**config.mk**
```make
export PLATFORM = sky130hd
export DESIGN_NAME = clk_gen
export DESIGN_NICKNAME = d
export VERILOG_FILES = /design/src/rtl/clk_gen_pkg.sv /design/src/rtl/clk_gen.sv
export SDC_FILE = /design/constraint.sdc
export NUM_CORES = 1
export LEC_CHECK = 0
export CAP_MARGIN = 5
export CORE_UTILIZATION = 56
export DETAILED_ROUTE_END_ITERATION = 7
export GPL_TIMING_DRIVEN = 1
export PLACE_DENSITY = 0.77
export SLEW_MARGIN = 20
export SYNTH_ARGS = -nofsm -noshare
export SYNTH_HDL_FRONTEND = slang
export SYNTH_SLANG_ARGS = --single-unit
```
**constraint.sdc**
```tcl
create_clock -name clk_i -period 3.3 [get_ports clk_i]
set_input_delay 0.66 -clock clk_i [delete_from_list [all_inputs] [get_ports clk_i]]
set_output_delay 0.66 -clock clk_i [all_outputs]
set_load 0.005 [all_outputs]
```
**src/rtl/clk_gen_pkg.sv**
```systemverilog
// Shared constants and phase-length helpers for the clk_gen divided-clock generator.
package clk_gen_pkg;

  localparam int unsigned MIN_PERIOD = 2;

  function automatic int unsigned calc_high(input int unsigned p);
    return p - (p / 2);
  endfunction

  function automatic int unsigned calc_low(input int unsigned p);
    return p / 2;
  endfunction

  // Periods below two cannot hold a high and a low phase, so they are raised to MIN_PERIOD.
  function automatic int unsigned clamp_period(input int unsigned p);
    return (p < MIN_PERIOD) ? MIN_PERIOD : p;
  endfunction

endpackage

```
**src/rtl/clk_gen.sv**
```systemverilog
// Divided clock generator: clk_o has a period of P clk_i cycles (H high, L low) with edge strobes.
// Runtime period reload is included only when CLK_GEN_RUNTIME_PERIOD_EN is defined.
module clk_gen
  import clk_gen_pkg::*;
#(
  parameter int CLK_PERIOD = 4,
  parameter int PERIOD_W   = 16
) (
  input  logic                clk_i,
  input  logic                rst_n,
  input  logic                en_i,
`ifdef CLK_GEN_RUNTIME_PERIOD_EN
  input  logic [PERIOD_W-1:0] period_i,
  input  logic                period_valid_i,
`endif
  output logic                clk_o,
  output logic                rise_o,
  output logic                fall_o
);

  generate
    if ((longint'(CLK_PERIOD) < longint'(MIN_PERIOD)) ||
        (longint'(CLK_PERIOD) > ((longint'(1) << PERIOD_W) - 1))) begin : g_bad_period
      $error("clk_gen: CLK_PERIOD out of range");
    end
  endgenerate

  localparam logic [PERIOD_W-1:0] RESET_PERIOD = PERIOD_W'(CLK_PERIOD);
  localparam logic [PERIOD_W-1:0] PH_ONE       = PERIOD_W'(1);

  logic [PERIOD_W-1:0] ph_reg;
  logic [PERIOD_W-1:0] ph_next;
  logic                clk_next;
  logic                rise_next;
  logic                fall_next;
  logic [PERIOD_W-1:0] active_period;
  logic [PERIOD_W-1:0] rise_period;

`ifdef CLK_GEN_RUNTIME_PERIOD_EN
  logic [PERIOD_W-1:0] period_reg;
  logic [PERIOD_W-1:0] period_next;
  logic [PERIOD_W-1:0] pend_reg;
  logic [PERIOD_W-1:0] pend_next;
  logic                pend_flag_reg;
  logic                pend_flag_next;

  assign active_period = period_reg;
  assign rise_period   = pend_flag_reg ? pend_reg : period_reg;
`else
  assign active_period = RESET_PERIOD;
  assign rise_period   = RESET_PERIOD;
`endif

  always_comb begin
    ph_next   = ph_reg;
    clk_next  = clk_o;
    rise_next = 1'b0;
    fall_next = 1'b0;
`ifdef CLK_GEN_RUNTIME_PERIOD_EN
    period_next    = period_reg;
    pend_next      = pend_reg;
    pend_flag_next = pend_flag_reg;
`endif
    if (!en_i) begin
      clk_next  = 1'b0;
      ph_next   = '0;
      fall_next = clk_o;
    end else if (ph_reg == '0) begin
      if (!clk_o) begin
        clk_next  = 1'b1;
        rise_next = 1'b1;
        ph_next   = PERIOD_W'(calc_high(32'(rise_period)) - 1);
`ifdef CLK_GEN_RUNTIME_PERIOD_EN
        period_next    = rise_period;
        pend_flag_next = 1'b0;
`endif
      end else begin
        clk_next  = 1'b0;
        fall_next = 1'b1;
        ph_next   = PERIOD_W'(calc_low(32'(active_period)) - 1);
      end
    end else begin
      ph_next = ph_reg - PH_ONE;
    end
`ifdef CLK_GEN_RUNTIME_PERIOD_EN
    // Captured after the adoption above so a strobe on a rising toggle waits for the next rise.
    if (period_valid_i) begin
      pend_next      = PERIOD_W'(clamp_period(32'(period_i)));
      pend_flag_next = 1'b1;
    end
`endif
  end

  always_ff @(posedge clk_i) begin
    if (!rst_n) begin
      ph_reg <= '0;
      clk_o  <= 1'b0;
      rise_o <= 1'b0;
      fall_o <= 1'b0;
`ifdef CLK_GEN_RUNTIME_PERIOD_EN
      period_reg    <= RESET_PERIOD;
      pend_reg      <= RESET_PERIOD;
      pend_flag_reg <= 1'b0;
`endif
    end else begin
      ph_reg <= ph_next;
      clk_o  <= clk_next;
      rise_o <= rise_next;
      fall_o <= fall_next;
`ifdef CLK_GEN_RUNTIME_PERIOD_EN
      period_reg    <= period_next;
      pend_reg      <= pend_next;
      pend_flag_reg <= pend_flag_next;
`endif
    end
  end

endmodule

```
==> After elaboration in Yosys (flattened, before gate mapping) <==
Index checks and enable logic that the tools add are counted.
{ "word_totals": {"out_inout_bits": 3, "reg_bits": 19, "elab_cells": 17, "input_bits": 3} }
{ "op_classes": {"bitwise": 2, "n_addsub": 1, "reduce_logical": 4, "mux": 5} }
{ "op_table": {"columns": ["cell", "count"], "rows": [
  ["16-bit logical NOT", 1],
  ["16-bit by 1-bit subtractor with 16-bit output (second input constant)", 1],
  ["1-bit two-way mux", 5],
  ["3-bit AND reduction", 1],
  ["3-bit OR reduction", 1],
  ["1-bit NOT", 2],
  ["2-bit AND reduction", 1]
]} }

==> Longest topological paths before layout <==
Gate-level depths: netlist of the first run.
{ "logic_depth": {"word_depth": 3, "ltp_mapped": 7} }

==> Least setup slack after synthesis of the first run <==
No wires, ideal clock.
{ "synth_timing": {"kind": "register -> register", "startpoint": "reg ph_reg[0]", "endpoint": "reg ph_reg[2]", "arrival_time_ns": 1.400, "stages_incl_launch_ff": 8, "setup_slack_ns": 1.786, "path_buffers": 1, "period_less_slack_ns": 1.514, "setup_ns": 0.115, "cell_sequence": "dfxtp_1 > inv_1 > ha_1 > nor3b_4 > nand4_2 > nand3_2 > buf_6 > nor2_1"} }
{ "synth_via": {"elab_chain_cells": 2} }
{ "synth_rtl": {"columns": ["element", "line_no", "source"], "rows": [
  ["start: declaration", "clk_gen.sv:31", "logic [PERIOD_W-1:0] ph_reg;"],
  ["start signal: assignment", "clk_gen.sv:106", "ph_reg <= ph_next;"],
  ["parallel branches: the longest is 2 deep, another holds 16-bit by 1-bit subtractor with 16-bit output", null, null]
]} }
Several ways; the timed one is not identified.
A chain may end at the register's enable or synchronous reset.

==> Worst setup path after layout of the first run <==
{ "layout_timing": {"startpoint": "reg clk_o", "endpoint": "out clk_o"} }
{ "layout_rtl": {"columns": ["element", "line_no", "source"], "rows": [
  ["start: declaration", "clk_gen.sv:16", "output logic clk_o,"],
  ["start signal: assignment", "clk_gen.sv:107", "clk_o <= clk_next;"]
]} }
No word-level cell between the ends.

==> impl_metrics.py, run 1 <==
metrics = {
    "logic_synthesis": {
        "yosys_most_used_dff": "dfxtp_1",
        "yosysMostFrequentCell": "dfxtp_1",
        "syn_nets": 92,
        "synth-seq-cells": 19,
        "synth_edf_count": 0,
        "synth_area_um2": 858,
        "netlist_instances": 88,
        "syn_area_per_cell_um2": 9.75,
        "ys_types": 27,
        "synth_area_leaders": "dfxtp_1, xor2_1, nor2_1",
        "yosys.area.top_type": "dfxtp_1",
        "ys_seq_area_frac": 0.443,
        "synth_top_area_share": 0.443,
        "yosys-top-cells-count": "dfxtp_1, nor2_1, nand2_1",
        "async_flop_share": 0,
        "ys_warn_count": 0,
    },
    "global_route": {
        "global_route.usage.total": 0.214,
        "grt_pass1_vias": 545,
        "grt_pass1_wl_mm": 2.27,
        "gr-total-overflow": 0,
        "antenna_found_initial": 0,
        "grt_max_degree": 14,
    },
    "route": {
        "wl_per_cell_um": 13.4,
        "drc": 0,
        "ant_nets": 0,
        "met3_wirelength_um": 44,
        "highest_layer": "met4",
        "met2_length_um": 683,
        "drtIter0Drc": 18,
        "drt-pass1-iter-count": 4,
        "via_per_inst": 5.81,
        "wl_mm": 1.47,
        "drt-met1-wl_um": 700,
        "num_vias": 639,
    },
    "clock_tree": {
        "cts-htree-levels": 1,
        "hold_buffers": 0,
        "cts_setup_buffers": 0,
        "numClockSinks": 19,
        "cts.repair.resized": 0,
        "cts_buffers": 3,
        "tritoncts": "built",
        "clk_pin_slew_ns": 0.10,
        "cts_root_buf": "clkbuf_4",
        "ctsLongestPathBuffers": 2,
        "clock_latency_ns": 0.29,
    },
    "floorplan": {
        "pin_count": 6,
        "core_mm2": 0.00137,
        "die_y_um": 41.2,
        "die_x_um": 41.2,
        "start_util": 0.628,
        "die_area_mm2": 0.00169,
        "rows": 13,
    },
    "finish": {
        "nNetsFinal": 100,
        "layout-drive-gt1-share": 0.116,
        "antennaDiodeCount": 0,
        "largest_register_ffs": 16,
        "syn2layout_area_growth_pct": 8.45,
    },
    "setup_path": {
        "cp_cell_sequence": "clkdlybuf4s50_1",
        "start_kind": "register",
        "crit_slowest_cell": "clkdlybuf4s50_1",
        "critical-path-max-stage-delay_ns": 0.52,
        "worst_path_dominant_cell_family": "buffers and inverters",
        "critPathBufInv": 1,
        "critPathKind": "reg2out",
        "cp_data_arrival_time_ns": 1.21,
        "r2r_start": "ph_reg[5]",
        "crit_fanout": 4,
        "crit_path_start": "clk_o",
        "cp.required_ns": 2.64,
        "end_kind": "output port",
    },
    "timing": {
        "final.setup.tns_ns": 0,
        "tightestPinTransition_ns": 0.645,
        "rsz0062_at_grt": "no",
        "slew_viol_final": 0,
        "setup_violations": 0,
        "fin_crit_ns": 1.87,
        "fin_worst_skew_ns": 0.00307,
        "fin_crit_sh": 0.567,
        "fmax_mhz": 535,
        "finalHoldViolCount": 0,
        "max-slew-margin-rel": 0.567,
    },
    "run_status": {
        "status": "finished, final reports clean",
    },
    "placement": {
        "hpwl_mm": 1.02,
        "io_buffers": 5,
        "gp_congestion": 0.732,
    },
    "flow_run": {
        "drv_cap": 0,
    },
    "worst_hold_path": {
        "hp-start": "clk_o",
        "hold_path.class": "reg2reg",
    },
}
## final cells by class
class	instances	area, um2
clock buffer	4	26.3
sequential	19	380
tap	15	18.8
fill	114	435
inverter	2	7.51
multi-input combinational	65	448
timing repair buffer	5	50.0
## worst paths after layout
| check | cells after the start | slack, ns | end |
|---|---|---|---|
| max | 1 | 1.43 | clk_o |
| min | 1 | 0.51 | rise_o |
| max reg2reg | 4 | 1.51 | ph_reg[8] |
| min reg2reg | 1 | 0.51 | rise_o |
## stage by stage
stage | cells | util | setup slack [ns] | hold slack (ns) | area, um2
5_1_grt | 110 | 0.681 | 1.37 | 0.527 | 931
3_5_place_dp | 106 | 0.662 | 1.51 | 0.496 | 905
2_1_floorplan | 88 | - | 1.79 | 0.465 | 858
4_1_cts | 110 | 0.681 | 1.43 | 0.510 | 931
3_3_place_gp | 106 | 0.662 | 1.53 | 0.467 | 905
6_report | 110 | 0.681 | 1.43 | 0.510 | 931
## logic make-up after synthesis
family                   count (synthesis)  synth area share
XOR/XNOR                                11             0.112
AO/OA/AOI/OAI                            8            0.0583
flip-flops                              19             0.443
buffers and inverters                    4            0.0350
adder cells (fa/ha/maj)                  1            0.0146
AND/OR/NAND/NOR                         45             0.337
## cell usage in the layout, fill, tap and decap left out, types with 2 or more instances in the layout
cell type	synthesis	final
nor2_1	16	16
a21oi_1	4	4
dfxtp_1	19	19
inv_1	2	2
xor2_1	9	9
clkdlybuf4s50_1	0	5
xnor2_1	2	2
nand4b_1	2	2
nor3_1	3	3
nand2_1	10	10
clkbuf_4	0	3
nand4_1	2	2
nor4_4	2	2
## metal layers
layer	GRT usage	vias to the layer above
met2	0.371	15
met3	0.0326	5
met1	0.246	298
li1	-	321
met5	0	-
met4	0.121	0
Power of run 1 is left out: the tool's default activity adds up to more than one toggle a clock period on the data nets, which glitch-free logic cannot reach.
==> run 2: changes to the inputs <==
CORE_UTILIZATION = 55   (was 56)
PLACE_DENSITY = 0.76   (was 0.77)
clock period = 1.8 ns   (was 3.3 ns; I/O delays follow)
==> impl_metrics.py, run 2 (synthesized netlist as in run 1, its figures left out) <==
metrics = {
    "floorplan": {
        "die_y_um": 41.5,
        "die_area_mm2": 0.00172,
        "pin_count": 6,
        "core_mm2": 0.00138,
        "die_x_um": 41.5,
        "start_util": 0.621,
        "rows": 13,
    },
    "setup_path": {
        "crit_fanout": 6,
        "critPathKind": "reg2reg",
        "cp.required_ns": 2.03,
        "end_kind": "register",
        "start_kind": "register",
        "cp_data_arrival_time_ns": 1.88,
        "crit_slowest_cell": "dfxtp_1",
        "r2r_slack_ns": 0.16,
        "cp_cell_sequence": "inv_1, ha_1, nor3b_4, nand3_4, or3_1, a21oi_2",
        "critPathBufInv": 1,
        "critical-path-max-stage-delay_ns": 0.37,
        "crit_cells": 6,
        "reg2regPathDepth": 6,
        "worst_path_dominant_cell_family": "simple AND/OR/NAND/NOR gates",
    },
    "route": {
        "drc": 0,
        "wl_per_cell_um": 12.6,
        "ant_nets": 0,
        "via_per_inst": 5.69,
        "drtIter0Drc": 9,
        "drt-pass1-iter-count": 4,
        "num_vias": 632,
        "wl_mm": 1.40,
    },
    "finish": {
        "layout_common_cells": "dfxtp_1, nor2_1, nand2_1, xor2_1, clkdlybuf4s50_1",
        "layout_commonest_cell": "dfxtp_1",
        "nNetsFinal": 101,
        "syn2layout_area_growth_pct": 10.2,
        "largest_register_ffs": 16,
        "layout-drive-gt1-share": 0.125,
        "fill_cells": 109,
        "antennaDiodeCount": 0,
    },
    "placement": {
        "gp_congestion": 0.811,
        "io_buffers": 5,
        "hpwl_um": 967,
    },
    "worst_hold_path": {
        "hold_path.class": "reg2reg",
        "hold_depth": 2,
    },
    "clock_tree": {
        "cts_root_buf": "clkbuf_4",
        "cts.repair.resized": 0,
        "clk_pin_slew_ns": 0.09,
        "clock_latency_ns": 0.29,
        "tritoncts": "built",
        "cts_setup_buffers": 0,
        "cts-htree-levels": 1,
        "ctsLongestPathBuffers": 2,
        "cts_buffers": 3,
        "hold_buffers": 0,
        "numClockSinks": 19,
    },
    "run_status": {
        "status": "finished, final reports clean",
    },
    "timing": {
        "fin_worst_skew_ns": 0.00295,
        "fin_crit_sh": 0.912,
        "final.setup.tns_ns": 0,
        "setup_violations": 0,
        "rsz0062_at_grt": "no",
        "fin_crit_ns": 1.64,
        "tightestPinTransition_ns": 0.510,
        "finalHoldViolCount": 0,
        "fmax_mhz": 609,
        "slew_viol_final": 0,
        "max-slew-margin-rel": 0.657,
    },
    "global_route": {
        "gr-total-overflow": 0,
        "antenna_found_initial": 0,
        "grt_max_degree": 14,
        "grt_pass1_vias": 580,
        "grt_pass1_wl_mm": 2.48,
        "global_route.usage.total": 0.190,
    },
    "flow_run": {
        "drv_cap": 0,
    },
}
-- run 2: changes by cell type in the layout (fill, tap and decap cells not counted), sizes merged --
cell / before / now
buf: 0 / 1
-- run 2: layer usage --
metal | wire length [um] | vias up | part of all wire | GRT usage
li1 | - | 322 | - | -
met1 | 677 | 295 | 0.49 | 0.231
met2 | 626 | 10 | 0.45 | 0.294
met3 | 46 | 5 | 0.033 | 0.0565
met4 | 45 | 0 | 0.032 | 0.116
met5 | 0 | - | 0 | 0
-- run 2: stage by stage --
stage / setup WS [ns] / std cells / hold slack, ns / instance area [um2] / util
final: 0.158 / 111 / 0.490 / 946 / 0.684
after CTS: 0.125 / 111 / 0.496 / 938 / 0.679
after global routing: 0.00528 / 111 / 0.530 / 946 / 0.684
after floorplan: 0.286 / 88 / 0.447 / 858 / -
after detailed placement: 0.141 / 107 / 0.480 / 912 / 0.660
after global placement: 0.182 / 107 / 0.468 / 912 / 0.660
-- run 2: worst paths after layout --
kind                   from         end
hold / removal        clk_o      fall_o
setup / recovery  ph_reg[0]  ph_reg[12]
setup reg to reg  ph_reg[0]  ph_reg[12]
hold reg to reg       clk_o      fall_o
-- run 2: worst register-to-register path, stage by stage (launching register included) --
cell and delay, ns:
dfxtp_1 0.37, inv_1 0.08, ha_1 0.21, nor3b_4 0.31, nand3_4 0.12, or3_1 0.35
a21oi_2 0.15
-- run 2: cell type report --
class	instances	area, um2	share of cell area
Clock buffer	4	26.3	0.0278
Inverter	2	7.51	0.00794
Multi-Input combinational cell	65	455	0.481
Sequential cell	19	380	0.402
Tap cell	15	18.8	0.0198
Timing Repair Buffer	6	57.6	0.0608
Power of run 2 is left out for the same reason.
==> run 3: changes to the inputs <==
HOLD_SLACK_MARGIN = 0.06   (was unset)
==> results of run 3 <==
The final DEF is identical to that of run 2; final timing and power are the same.
Power of run 3 is left out for the same reason.
==> edit 1 (config.mk and constraints of run 1) <==
Add an input register stage for `en_i`, with the module's reset; this delays it by one clock.
--- a/src/rtl/clk_gen.sv
+++ b/src/rtl/clk_gen.sv
@@ -17,6 +17,16 @@
   output logic                rise_o,
   output logic                fall_o
 );
+
+  logic en_q;
+
+  always_ff @(posedge clk_i) begin
+    if (!rst_n) begin
+      en_q <= '0;
+    end else begin
+      en_q <= en_i;
+    end
+  end
 
   generate
     if ((longint'(CLK_PERIOD) < longint'(MIN_PERIOD)) ||
@@ -61,7 +71,7 @@
     pend_next      = pend_reg;
     pend_flag_next = pend_flag_reg;
 `endif
-    if (!en_i) begin
+    if (!en_q) begin
       clk_next  = 1'b0;
       ph_next   = '0;
       fall_next = clk_o;
Check against the original RTL: not equivalent (Yosys sat finds a counterexample within 4 cycles, from zero or initial values and one cycle with rst_n low).
==> edit 1 against run 1 <==
- non-clock buffer count is the same
- final cell count up 1.8%
- synthesized area is 1.3% lower
- sequential cell count up 1
- worst setup slack worse by 0.14 ns
- die area decreased by 1.3%
- critical endpoint is now ph_reg[13]
- cell area increased by 0.27%
- wire length down 4.1%
- synthesized cell count grew 2.3%
==> edit 1: results (changes against run 1) <==
===========================================================================
Highest clock rate ...........................................      497 MHz   -7.1%
Number of multi-input logic gates ............................           66   +1.5%
Total clock buffers created by CTS ...........................            3   unchanged
DR iter-0 viols ..............................................            9   -9
Sequential cell count ........................................           20   +1
Overall fraction of global-route tracks in use ...............        20.5%   -0.83 points
Maximum fanout along the worst path ..........................           13   +9
Transition at the pin with the smallest max-transition slack .     0.620 ns   -0.0251 ns
Count of distinct cell types in the synthesized netlist ......           24   -11%
Gpl congestion ...............................................        0.700   -4.4%
Avg Vias per Cell ............................................         5.52   -5.0%
Number of flip-flops under the largest register name .........           16   unchanged
Pre-CTS setup slack ..........................................      1.33 ns   -0.182 ns
Via count of the first global-routing pass ...................          537   -1.5%
Top area cells in the synthesized netlist .................... sky130_fd_sc_hd__dfxtp_1 (47%), sky130_fd_sc_hd__xor2_1 (9.3%), sky130_fd_sc_hd__nor2_1 (7.1%)
Non-clock buffer share .......................................        5.36%   -0.014 points
Share of layout cells above drive strength 1 .................        8.25%   -3.3 points
Port buffer count ............................................            5   unchanged
Capture point of the worst reg-to-reg path ...................   ph_reg[13]
Outcome ......................................................    completed
Buffer count from post-CTS setup fixing ......................            0   unchanged
Synthesized Nets .............................................           94   +2.2%
Post-layout nets .............................................          102   +2.0%
WHS ..........................................................     0.484 ns   -0.0263 ns
Total wire length after detailed routing .....................      1410 um   -4.1%
Clock tree skew after final layout ...........................   0.00372 ns   +0.000644 ns
HPWL after DPL ...............................................      1000 um   -2.0%
Depth of the most critical reg-to-reg path ...................            6   +2
Beginning of the worst register-to-register path .............    ph_reg[0]
Fraction of area in clock buffers and inverters ..............        3.89%   +1.1 points
Cell types with the highest counts after synthesis ........... sky130_fd_sc_hd__dfxtp_1 (20), sky130_fd_sc_hd__nor2_1 (16), sky130_fd_sc_hd__nand2_1 (10)
Number of inserted filler cells in the final layout ..........          116   +1.8%
Post-synthesis sequential area ratio .........................        47.3%   +3.0 points
===========================================================================
edit 1: metrics by stage:
stage	cells	instance area, sq um
6_report	112	933
4_1_cts	112	933
5_1_grt	112	933
2_1_floorplan	90	847
3_3_place_gp	108	897
3_5_place_dp	108	897
edit 1: cells by family (layout without fill, tap and decap cells):
family | Yosys count | after routing | share of synthesized area, %
compound gates | 7 | 7 | 4.43
xor+xnor | 11 | 11 | 11.4
fa+ha+maj | 1 | 1 | 1.48
buf+inv | 4 | 11 | 3.10
flops | 20 | 20 | 47.3
simple gates | 47 | 47 | 32.4
edit 1: power groups by stage:
stage                     registers, mW  logic [mW]  clock network [mW]
final                             0.305       0.290               0.136
after global routing              0.309       0.329               0.148
after CTS                         0.304       0.288               0.140
after detailed placement          0.310       0.281                   0
after global placement            0.309       0.281                   0
after floorplan                   0.305       0.248                   0
edit 1: layer usage:
metal	GRT usage (%)	part of all wire, %	routed length, um	up-vias
met3	6.52	2.8	40	2
met5	0	0	0	-
li1	-	-	-	324
met1	25.8	50	700	286
met4	5.00	0.71	10	0
met2	33.6	47	657	6
edit 1: how the worst min path moves through the flow:
stage          from     end  cells after the start
2_1_floorplan  en_q  fall_o                      1
3_3_place_gp   en_q  fall_o                      1
3_5_place_dp   en_q  fall_o                      1
4_1_cts        en_q  fall_o                      1
5_1_grt        en_q  fall_o                      1
6_report       en_q  fall_o                      1
edit 1: worst max-delay path, cell delays in order (launching register included):
cell and delay, ns:
sky130_fd_sc_hd__dfxtp_1 0.39, sky130_fd_sc_hd__inv_1 0.08, sky130_fd_sc_hd__ha_1 0.22, sky130_fd_sc_hd__nor3b_2 0.35, sky130_fd_sc_hd__nand4_1 0.27, sky130_fd_sc_hd__nand3_1 0.47
sky130_fd_sc_hd__nor2_1 0.10
==> edit 2 (config.mk and constraints of run 1) <==
Without the edit above. The parameter `PERIOD_W` goes from 16 to 32.
--- a/src/rtl/clk_gen.sv
+++ b/src/rtl/clk_gen.sv
@@ -4,7 +4,7 @@
   import clk_gen_pkg::*;
 #(
   parameter int CLK_PERIOD = 4,
-  parameter int PERIOD_W   = 16
+  parameter int PERIOD_W   = 32
 ) (
   input  logic                clk_i,
   input  logic                rst_n,
Check against the original RTL: no difference found for any inputs over 10 cycles, from zero or initial values and one cycle with rst_n low; that may be too few to reach the edited logic, so the function may still have changed.
==> edit 2 against run 1 <==
- count of clock-buffer cells in the layout rose by 2
- worst setup slack worse by 0.58 ns
- sequential cell count grew 16
- synthesized area increased by 91%
- wire length grew 130%
- cell area grew 90%
- first-iteration DRC count rose to 3.2 times the old value
- critical endpoint is now ph_reg[16]
Power is not shown: default switching activity piles up to over one toggle a cycle in this logic, so the estimate is an artifact.
==> edit 2: results (changes against run 1) <==
==========================================================================================
Non-clock buffer share ......................................................        3.68%   -1.7 points
Post-synthesis sequential area ratio ........................................        42.7%   -1.6 points
Worst path slowest cell ..................................................... sky130_fd_sc_hd__o31ai_2
Count of distinct cell types in the synthesized netlist .....................           38   +41%
Highest clock rate ..........................................................      408 MHz   -24%
Gate count after technology mapping .........................................          181   +110%
Total clock buffers created by CTS ..........................................            5   +2
DR iter-0 viols .............................................................           57   +39
Via count of the first global-routing pass ..................................         1277   +130%
Layout buffer count excluding clock buffers .................................            7   +2
Data arrival, critical path .................................................      2.68 ns   +1.47 ns
Minimum setup slack among reg-to-reg paths ..................................      0.85 ns   -0.66 ns
Post-synthesis sequential element count .....................................           35   +16
Layout area overhead ........................................................        7.78%
Fraction of area in clock buffers and inverters .............................        2.34%   -0.49 points
Gpl congestion ..............................................................        0.865   +18%
Critical Path Sink ..........................................................   ph_reg[16]
HPWL after DPL ..............................................................      2360 um   +130%
Share of the final layout cell area in multi-input gates ....................        51.5%   +3.4 points
Post-synthesis instance area ................................................   1640 sq um   +91%
Clock buffer cells ..........................................................            6   +2
Count of inverters not on the clock network in the layout ...................            3   +1
Stage delay of the slowest cell on the critical path ........................      0.70 ns   +0.18 ns
Later-pin clock latency in the skew report ..................................      0.33 ns   +0.04 ns
Overall fraction of global-route tracks in use ..............................        23.5%   +2.2 points
Outcome .....................................................................    completed
Transition at the pin with the smallest max-transition slack ................     0.721 ns   +0.0755 ns
Share of synthesized cell area in full adder, half adder and majority cells .       0.763%   -0.69 points
Area fraction in compound gates after synthesis .............................        16.8%   +11 points
Number of flip-flops under the largest register name ........................           32   +16
Cell types with the highest counts after synthesis .......................... sky130_fd_sc_hd__dfxtp_1 (35), sky130_fd_sc_hd__a21oi_1 (19), sky130_fd_sc_hd__nor2_1 (15)
Number of inserted filler cells in the final layout .........................          236   +110%
Number of multi-input logic gates ...........................................          139   +110%
Depth of the most critical reg-to-reg path ..................................            7   +3
Total wire length after detailed routing ....................................      3380 um   +130%
Maximum number of pins on one net before global-route repair ................           23   +9
Setup CP Type ............................................................... flip-flop to flip-flop
Clock tree skew after final layout ..........................................   0.00564 ns   +0.00257 ns
Top area cells in the synthesized netlist ................................... sky130_fd_sc_hd__dfxtp_1 (43%), sky130_fd_sc_hd__a21oi_1 (5.8%), sky130_fd_sc_hd__o31ai_1 (4.6%)
==========================================================================================
-- edit 2: worst min-delay path by stage --
| stage | from | end | slack, ns | cells after the start |
|---|---|---|---|---|
| 2_1_floorplan | ph_reg[0] | ph_reg[0] | 0.43 | 1 |
| 3_3_place_gp | ph_reg[0] | ph_reg[0] | 0.45 | 1 |
| 3_5_place_dp | ph_reg[0] | ph_reg[0] | 0.47 | 1 |
| 4_1_cts | ph_reg[0] | ph_reg[0] | 0.48 | 1 |
| 5_1_grt | ph_reg[0] | ph_reg[0] | 0.51 | 1 |
| 6_report | ph_reg[0] | ph_reg[0] | 0.48 | 1 |
-- edit 2: metal layers --
| metal | track usage (%) | vias up | part of all wire, % |
|---|---|---|---|
| li1 | - | 720 | - |
| met3 | 6.28 | 6 | 3.4 |
| met5 | 0 | - | 0 |
| met2 | 36.9 | 23 | 47 |
| met1 | 31.1 | 688 | 49 |
| met4 | 9.06 | 0 | 1.2 |
